## config.mk

```make
export PLATFORM = sky130hd
export DESIGN_NAME = reg_load_sequencer
export DESIGN_NICKNAME = d
export VERILOG_FILES = /design/src/rtl/reg_load_sequencer.sv
export SDC_FILE = /design/constraint.sdc
export NUM_CORES = 1
export LEC_CHECK = 0
export BUFFER_PORTS_ARGS = -buffer_cell sky130_fd_sc_hd__buf_2
export CORE_MARGIN = 4
export CORE_UTILIZATION = 40
export CTS_BUF_LIST = sky130_fd_sc_hd__clkbuf_4 sky130_fd_sc_hd__clkbuf_8
export CTS_CLUSTER_DIAMETER = 40
export DETAILED_ROUTE_END_ITERATION = 8
export HOLD_SLACK_MARGIN = 0.03
export PLACE_DENSITY_LB_ADDON = 0.1
export SLEW_MARGIN = 20
export SYNTH_ARGS = -nofsm -noshare
export SYNTH_HDL_FRONTEND = slang
export SYNTH_SLANG_ARGS = --single-unit
```

## constraint.sdc

```tcl
create_clock -name Clock -period 1.9 [get_ports Clock]
set_input_delay 0.38 -clock Clock [delete_from_list [all_inputs] [get_ports Clock]]
set_output_delay 0.38 -clock Clock [all_outputs]
set_load 0.01 [all_outputs]
```

## src/rtl/reg_load_sequencer.sv

```systemverilog
// Load sequencer: fetches one or two bytes from a byte-wide memory and
// writes them into a 16-bit target register using its function-select port.
// Word loads are little-endian (base -> low half, base+1 -> high half).
module reg_load_sequencer #(
  parameter int unsigned ADDR_W = 16
) (
  input  logic              Clock,
  input  logic              Reset,
  input  logic              ReqValid,
  output logic              ReqReady,
  input  logic [1:0]        Mode,
  input  logic [ADDR_W-1:0] BaseAddr,
  output logic [ADDR_W-1:0] MemAddr,
  output logic              MemRead,
  input  logic [7:0]        MemData,
  output logic              RegE,
  output logic [2:0]        RegFunSel,
  output logic [15:0]       RegI,
  output logic              Done,
  output logic              Busy
);

  typedef enum logic [2:0] {
    IDLE  = 3'd0,
    RD_LO = 3'd1,
    WR_LO = 3'd2,
    WR_HI = 3'd3,
    DONE  = 3'd4
  } state_t;

  typedef enum logic [1:0] {
    MODE_WORD    = 2'b00,
    MODE_BYTE_ZX = 2'b01,
    MODE_BYTE_SX = 2'b10,
    MODE_BYTE_HI = 2'b11
  } mode_t;

  localparam logic [2:0] FS_RETAIN  = 3'b000;
  localparam logic [2:0] FS_CLR_LO  = 3'b100;
  localparam logic [2:0] FS_WR_HI   = 3'b110;
  localparam logic [2:0] FS_SEXT_LO = 3'b111;

  state_t            state_q, state_d;
  mode_t             mode_q,  mode_d;
  logic [ADDR_W-1:0] base_q,  base_d;
  logic              accept;

  // State and latched request; reset forces IDLE without waiting for a clock.
  always_ff @(posedge Clock or posedge Reset) begin
    if (Reset) begin
      state_q <= IDLE;
      mode_q  <= MODE_WORD;
      base_q  <= '0;
    end else begin
      state_q <= state_d;
      mode_q  <= mode_d;
      base_q  <= base_d;
    end
  end

  // Next-state logic and all outputs, decoded from the current state.
  always_comb begin
    state_d   = state_q;
    mode_d    = mode_q;
    base_d    = base_q;
    ReqReady  = 1'b0;
    MemAddr   = '0;
    MemRead   = 1'b0;
    RegE      = 1'b0;
    RegFunSel = FS_RETAIN;
    RegI      = '0;
    Done      = 1'b0;
    Busy      = (state_q != IDLE);
    accept    = 1'b0;

    case (state_q)
      IDLE: begin
        ReqReady = ~Reset;
        accept   = ReqValid & ~Reset;
        if (accept) begin
          state_d = RD_LO;
          mode_d  = mode_t'(Mode);
          base_d  = BaseAddr;
        end
      end
      RD_LO: begin
        MemAddr = base_q;
        MemRead = 1'b1;
        state_d = WR_LO;
      end
      WR_LO: begin
        RegE = 1'b1;
        RegI = {8'h00, MemData};
        case (mode_q)
          MODE_BYTE_SX: RegFunSel = FS_SEXT_LO;
          MODE_BYTE_HI: RegFunSel = FS_WR_HI;
          default:      RegFunSel = FS_CLR_LO;
        endcase
        // The high-byte read overlaps the low-byte write.
        if (mode_q == MODE_WORD) begin
          MemAddr = base_q + ADDR_W'(1);
          MemRead = 1'b1;
          state_d = WR_HI;
        end else begin
          state_d = DONE;
        end
      end
      WR_HI: begin
        RegE      = 1'b1;
        RegFunSel = FS_WR_HI;
        RegI      = {8'h00, MemData};
        state_d   = DONE;
      end
      DONE: begin
        Done    = 1'b1;
        state_d = IDLE;
      end
      default: state_d = IDLE;
    endcase
  end

endmodule
```

-- Word-level counts from Yosys, hierarchy flattened
Index checks and enable logic that the tools add are counted.
- reductions and logical operators: 5
- bitwise gates (word level): 2
- $add $sub $neg: 1
- multiplexer cells: 13
- eq/ne operators: 7
- operator list (operator ; count):
    $pmux W16 S2 ; 1
    $add A16 B1 Y16 const B ; 1
    $mux W16 ; 1
    $pmux W3 S4 ; 1
    $mux W8 ; 1
    $eq A3 B2 Y1 const B ; 2
    $mux W3 ; 2
    $pmux W3 S2 ; 1
    $eq A2 B2 Y1 const B ; 2
    $mux W1 ; 4
    $pmux W2 S2 ; 1
    $eq A3 B1 Y1 const B ; 1
    $eq A3 B3 Y1 const B ; 1
    $logic_not A3 Y1 ; 1
    $reduce_bool A3 Y1 ; 1
    $logic_not A2 Y1 ; 1
    $ne A2 B2 Y1 const B ; 1
    $pmux W1 S2 ; 1
    $reduce_and A2 Y1 ; 1
    $reduce_or A2 Y1 ; 1
    $and A1 B1 Y1 ; 1
    $not A1 Y1 ; 1
- register bits after elaboration: 21
- word-level logic and storage cells: 31
- output and inout port bits: 40
- input bits: 29

-- Longest topological paths before layout
- depth after elaboration: 4
- gate-level depth with buffers: 6
- mapped depth without buffers: 5

-- Worst setup path before layout
Ideal clock, no wire load.
- path type: reg2out
- start point: register state_q[0]
- end point: output port MemAddr[13]
- arrival time: 1.746 ns
- stages on the path, launching flop included: 7
- buffers on the path: 2
- required time: 1.520 ns
- path slack: -0.226 ns
- path through: dfrtp_1 or4b_1 buf_2 nand2b_4 buf_6 a21o_1 a31oi_1
- longest elaborated chain between the ends: 2
- elaborated cells on any way between the ends: 3
- classes of those cells: eq/ne (2); mux (1)
- ends and longest elaborated chain (element ; line ; text):
    start: declaration ; 43 ; state_t state_q, state_d;
    start signal: assignment ; 55 ; state_q <= state_d;
    $eq A3 B2 Y1 / $eq A3 B1 Y1 (equally long branches) ; 76 ; case (state_q)
    $pmux W16 S2 * ; 76 ;
    end: declaration ; 13 ; output logic [ADDR_W-1:0] MemAddr,
Mark *: on every way between the ends. The rest lies on a longest branch, timed or not.

-- Final worst setup path
- start point: register mode_q[0]
- end point: output port MemAddr[5]
- longest elaborated chain between the ends: 3
- ends and longest elaborated chain (element ; line ; text):
    start: declaration ; 44 ; mode_t mode_q, mode_d;
    start signal: assignment ; 56 ; mode_q <= mode_d;
    $logic_not A2 Y1 ; 100 ; if (mode_q == MODE_WORD) begin
    $mux W16 ; 100 ;
    $pmux W16 S2 ; 76 ;
No other way between the ends.

==> flow_results.org <==
** Outcome
- Outcome :: finished with violations
- Violations in the final reports :: setup timing

** Floorplan
- Starting Density :: ~42%
- Die area :: around 4700 um^2
- The die is between 60 and 70 um tall.
- In this run the core area contains 21 standard-cell rows.
- Core area :: between 3000 and 4000 um^2
- Die outline width :: 68.5 um
- For this design the top-level I/O count stands at a little under 70.

** Timing
- The hold violation total from the final report was 0.
- Total of endpoints with negative setup slack in the final report :: 19
- The number of max-slew violations in the final report is 0.
- Setup repair after global routing could not meet its margin everywhere.
- Final worst path period need :: roughly 2.4 ns
- Final worst-path cycle share :: 126%
- Across the routed clock network, the largest skew measured is 0.000989 ns.
- Final worst-path setup slack :: -0.501 ns
- Maximum achievable frequency :: 416 MHz

** Worst setup path
- Buf/Inv on CP :: 2
- The worst setup path is launched from a flip-flop.
- Cell with the largest stage delay on the worst path :: or4b_4
- Along the worst path, the maximum fanout reaches 5.
- Worst setup path category :: flip-flop to primary output
- CP arrival :: just over 2 ns
- List of cells traversed by the critical path :: or4b_4, buf_4, a211oi_1, o21ai_1, o21ai_2, buf_2
- Crit-path leading delay family :: simple AND/OR/NAND/NOR gates
- CP Data Required Time :: between 1.5 and 2 ns
- STA classifies the critical path endpoint as a primary output.
- The largest single stage delay on the critical path is a little under 0.6 ns.

** GRT
- Via count of the first global-routing pass :: approximately 1500
- Entering global routing, the biggest net connects 22 pins.
- The first global-routing pass estimated 6730 um of wire.
- Global route overflow :: 0
- GRT Util Overall :: 19.4%
- Initial antenna violation count :: 0

** CTS
- Num Clock Sinks :: 21
- At the later pin of the worst-skew pair, clock insertion delay measures approximately 0.26 ns.
- Clock Tree Buf Depth :: 2
- Buffer type at the clock tree root :: clkbuf_8
- In this run the number of H-tree levels came out at 1.
- CTS tree :: done
- TritonCTS created 3 clock buffers.
- Clock transition at the register clock pins on the worst setup and hold paths after CTS :: 0.07 ns

** Job
- Number of maximum-capacitance constraint violations :: 0

** Power
- Of the total power, the clock network draws 9.8%.
- The internal portion of the total power is 0.00179 W.
- Net switching share of the total power :: 42.9%
- Switching power :: between 0.001 and 0.0015 W
- Proportion of power drawn by combinational gates :: ~60%
- Power per cell area :: 1430 nW/um^2
- Across the VDD grid, the largest voltage drop is 0.000617 V.
- Reg power frac :: between 30% and 40%
- The analysis attributes to cell leakage a power of around 1.1 nW.

** Yosys
- The most used flip-flop cell after synthesis is dfrtp_1.
- Sequential-to-total area share from yosys stat :: between 30% and 40%
- Dominant cell by count in the synthesized netlist :: dfrtp_1
- Synth top area cells :: dfrtp_1 (36%), mux2_2 (14%), buf_4 (5.6%)
- Synthesized area per cell :: about 9 um^2
- Synthesis produced a netlist whose cell count is 160.
- The top cell type by area accounts for between 30% and 40% of the synthesized area.
- During synthesis, Yosys emitted a total of 0 warnings.
- In the synthesized netlist the async set-or-reset flop fraction comes to between 90% and 100%.
- Count of flip-flops with a built-in enable after synthesis :: 0
- Register bit total from synthesis :: 21
- The commonest cells after synthesis are dfrtp_1 (21), mux2_2 (18), o21ai_0 (13).
- The synthesized netlist occupies a cell area of around 1500 um^2.
- Biggest area consumer among synthesized cells :: dfrtp_1
- Number of distinct standard cells referenced by the synthesized netlist :: between 40 and 50

** Routing
- Number of remaining DRC errors :: 0
- Number of routed nets with antenna violations :: 0
- Routed WL per cell :: 14.7 um
- The routed design has about 4300 um of wire.
- First-pass DRT Iterations :: 4
- Count of vias placed by the detailed router :: roughly 1500
- Mean number of vias per cell :: just over 5
- Number of DRC markers after the initial detailed-route iteration :: between 60 and 70

** Place
- Detailed placement finished with a half-perimeter wire length of 3150 um.
- OpenSTA, run right after detailed placement, puts the worst setup slack at -0.247 ns.
- The congestion estimate from routability-driven global placement came to 0.879.
- During placement, the flow inserted port buffers numbering 60.

** Finish
- Final nets :: 280
- At the end of the flow the core is filled with cells to between 60% and 70%.
- Diodes inserted :: 0
- Area growth syn-to-layout :: 49.9%
- In the final layout, the share of cells above drive strength 1 is 56.2%.
- Fill cells in the final layout number approximately 300.

** Worst hold path
- Hold/Removal Path Class :: input pin to asynchronous set/reset pin
-- metal layers --
layer  global-route usage [%]  wire [um]  up-vias
met5                        0          0        -
met4                     6.45         46        0
met3                     3.12        367        5
met2                     33.7       2100       70
met1                     24.2       1800      708
li1                         -          -      747
-- cells in the final DEF, fill, tap and decap left out, types with 5 or more instances in the layout --
cell / count
o21ai_1: 5
and2_1: 9
nand2_1: 11
buf_4: 29
mux2_2: 18
nor2_1: 6
buf_2: 60
conb_1: 8
inv_1: 6
buf_6: 5
dfrtp_1: 21
nand3_1: 7
-- logic make-up after synthesis --
family	synth area share, %
adder cells (fa/ha/maj)	0.855
XOR/XNOR	0.599
buffers and inverters	9.58
flip-flops	35.9
other	0.256
AO/OA/AOI/OAI	16.1
multiplexers	14.5
AND/OR/NAND/NOR	22.2
-- timing repair --
item,in CTS,in global routing
pin swaps,2,8
hold buffers,0,0
setup buffers,1,5
setup endpoints to repair,18,22
resized for setup,5,22
gates cloned,1,0
-- registers in the layout (all words and copies together) (netlist names) --
name	flops
base_q	16
mode_q	2
state_q	3
-- worst paths after layout --
path                                              from                      to  slack, ns  cells after the start
worst max-delay path             mode_q[0]$_DFFE_PP0P_              MemAddr[5]      -0.50                      6
worst min-delay path                             Reset  state_q[0]$_DFFE_PP0P_       0.16                      3
max in group asynchronous                        Reset   mode_q[1]$_DFFE_PP0P_       1.52                      3
min in group Clock                         BaseAddr[6]   base_q[6]$_DFFE_PP0P_       0.35                      2
worst min register to register   base_q[9]$_DFFE_PP0P_   base_q[9]$_DFFE_PP0P_       0.56                      1
worst max register to register  state_q[0]$_DFFE_PP0P_   mode_q[1]$_DFFE_PP0P_       0.09                      7
-- tightest hold or removal path, stage by stage --
cell and delay [ns]:
buf_2 0.11, inv_1 0.04, buf_4 0.28
-- power groups by stage --
| stage | Combinational [W] | Sequential [W] | Clock, W |
|---|---|---|---|
| 6_report | 0.00189 | 0.000945 | 0.000309 |
| 5_1_grt | 0.00207 | 0.000974 | 0.000337 |
| 4_1_cts | 0.00178 | 0.000913 | 0.000316 |
| 3_5_place_dp | 0.00172 | 0.000920 | 0 |
| 3_3_place_gp | 0.00169 | 0.000901 | 0 |
| 2_1_floorplan | 0.00102 | 0.000872 | 0 |
-- through the flow --
step	hold WS (ns)	cells	setup TNS (ns)	area, um^2	power, W
2_1_floorplan	0.357	167	-0.914	1530	0.00190
3_3_place_gp	0.439	284	-2.56	1990	0.00259
3_5_place_dp	0.452	284	-2.92	1990	0.00264
4_1_cts	0.169	290	-6.97	2070	0.00301
5_1_grt	0.197	295	-8.98	2190	0.00338
6_report	0.163	295	-7.43	2190	0.00314
-- area by class of cell --
| class | instances | area, um^2 | area share (%) |
|---|---|---|---|
| flip-flops and latches | 21 | 526 | 24.0 |
| clock buffers | 4 | 48.8 | 2.23 |
| inverters | 6 | 22.5 | 1.03 |
| multi-input cells | 123 | 943 | 43.0 |
| repair buffers | 95 | 594 | 27.1 |
| well taps | 46 | 57.6 | 2.63 |
(Power assumes the default switching activity.)
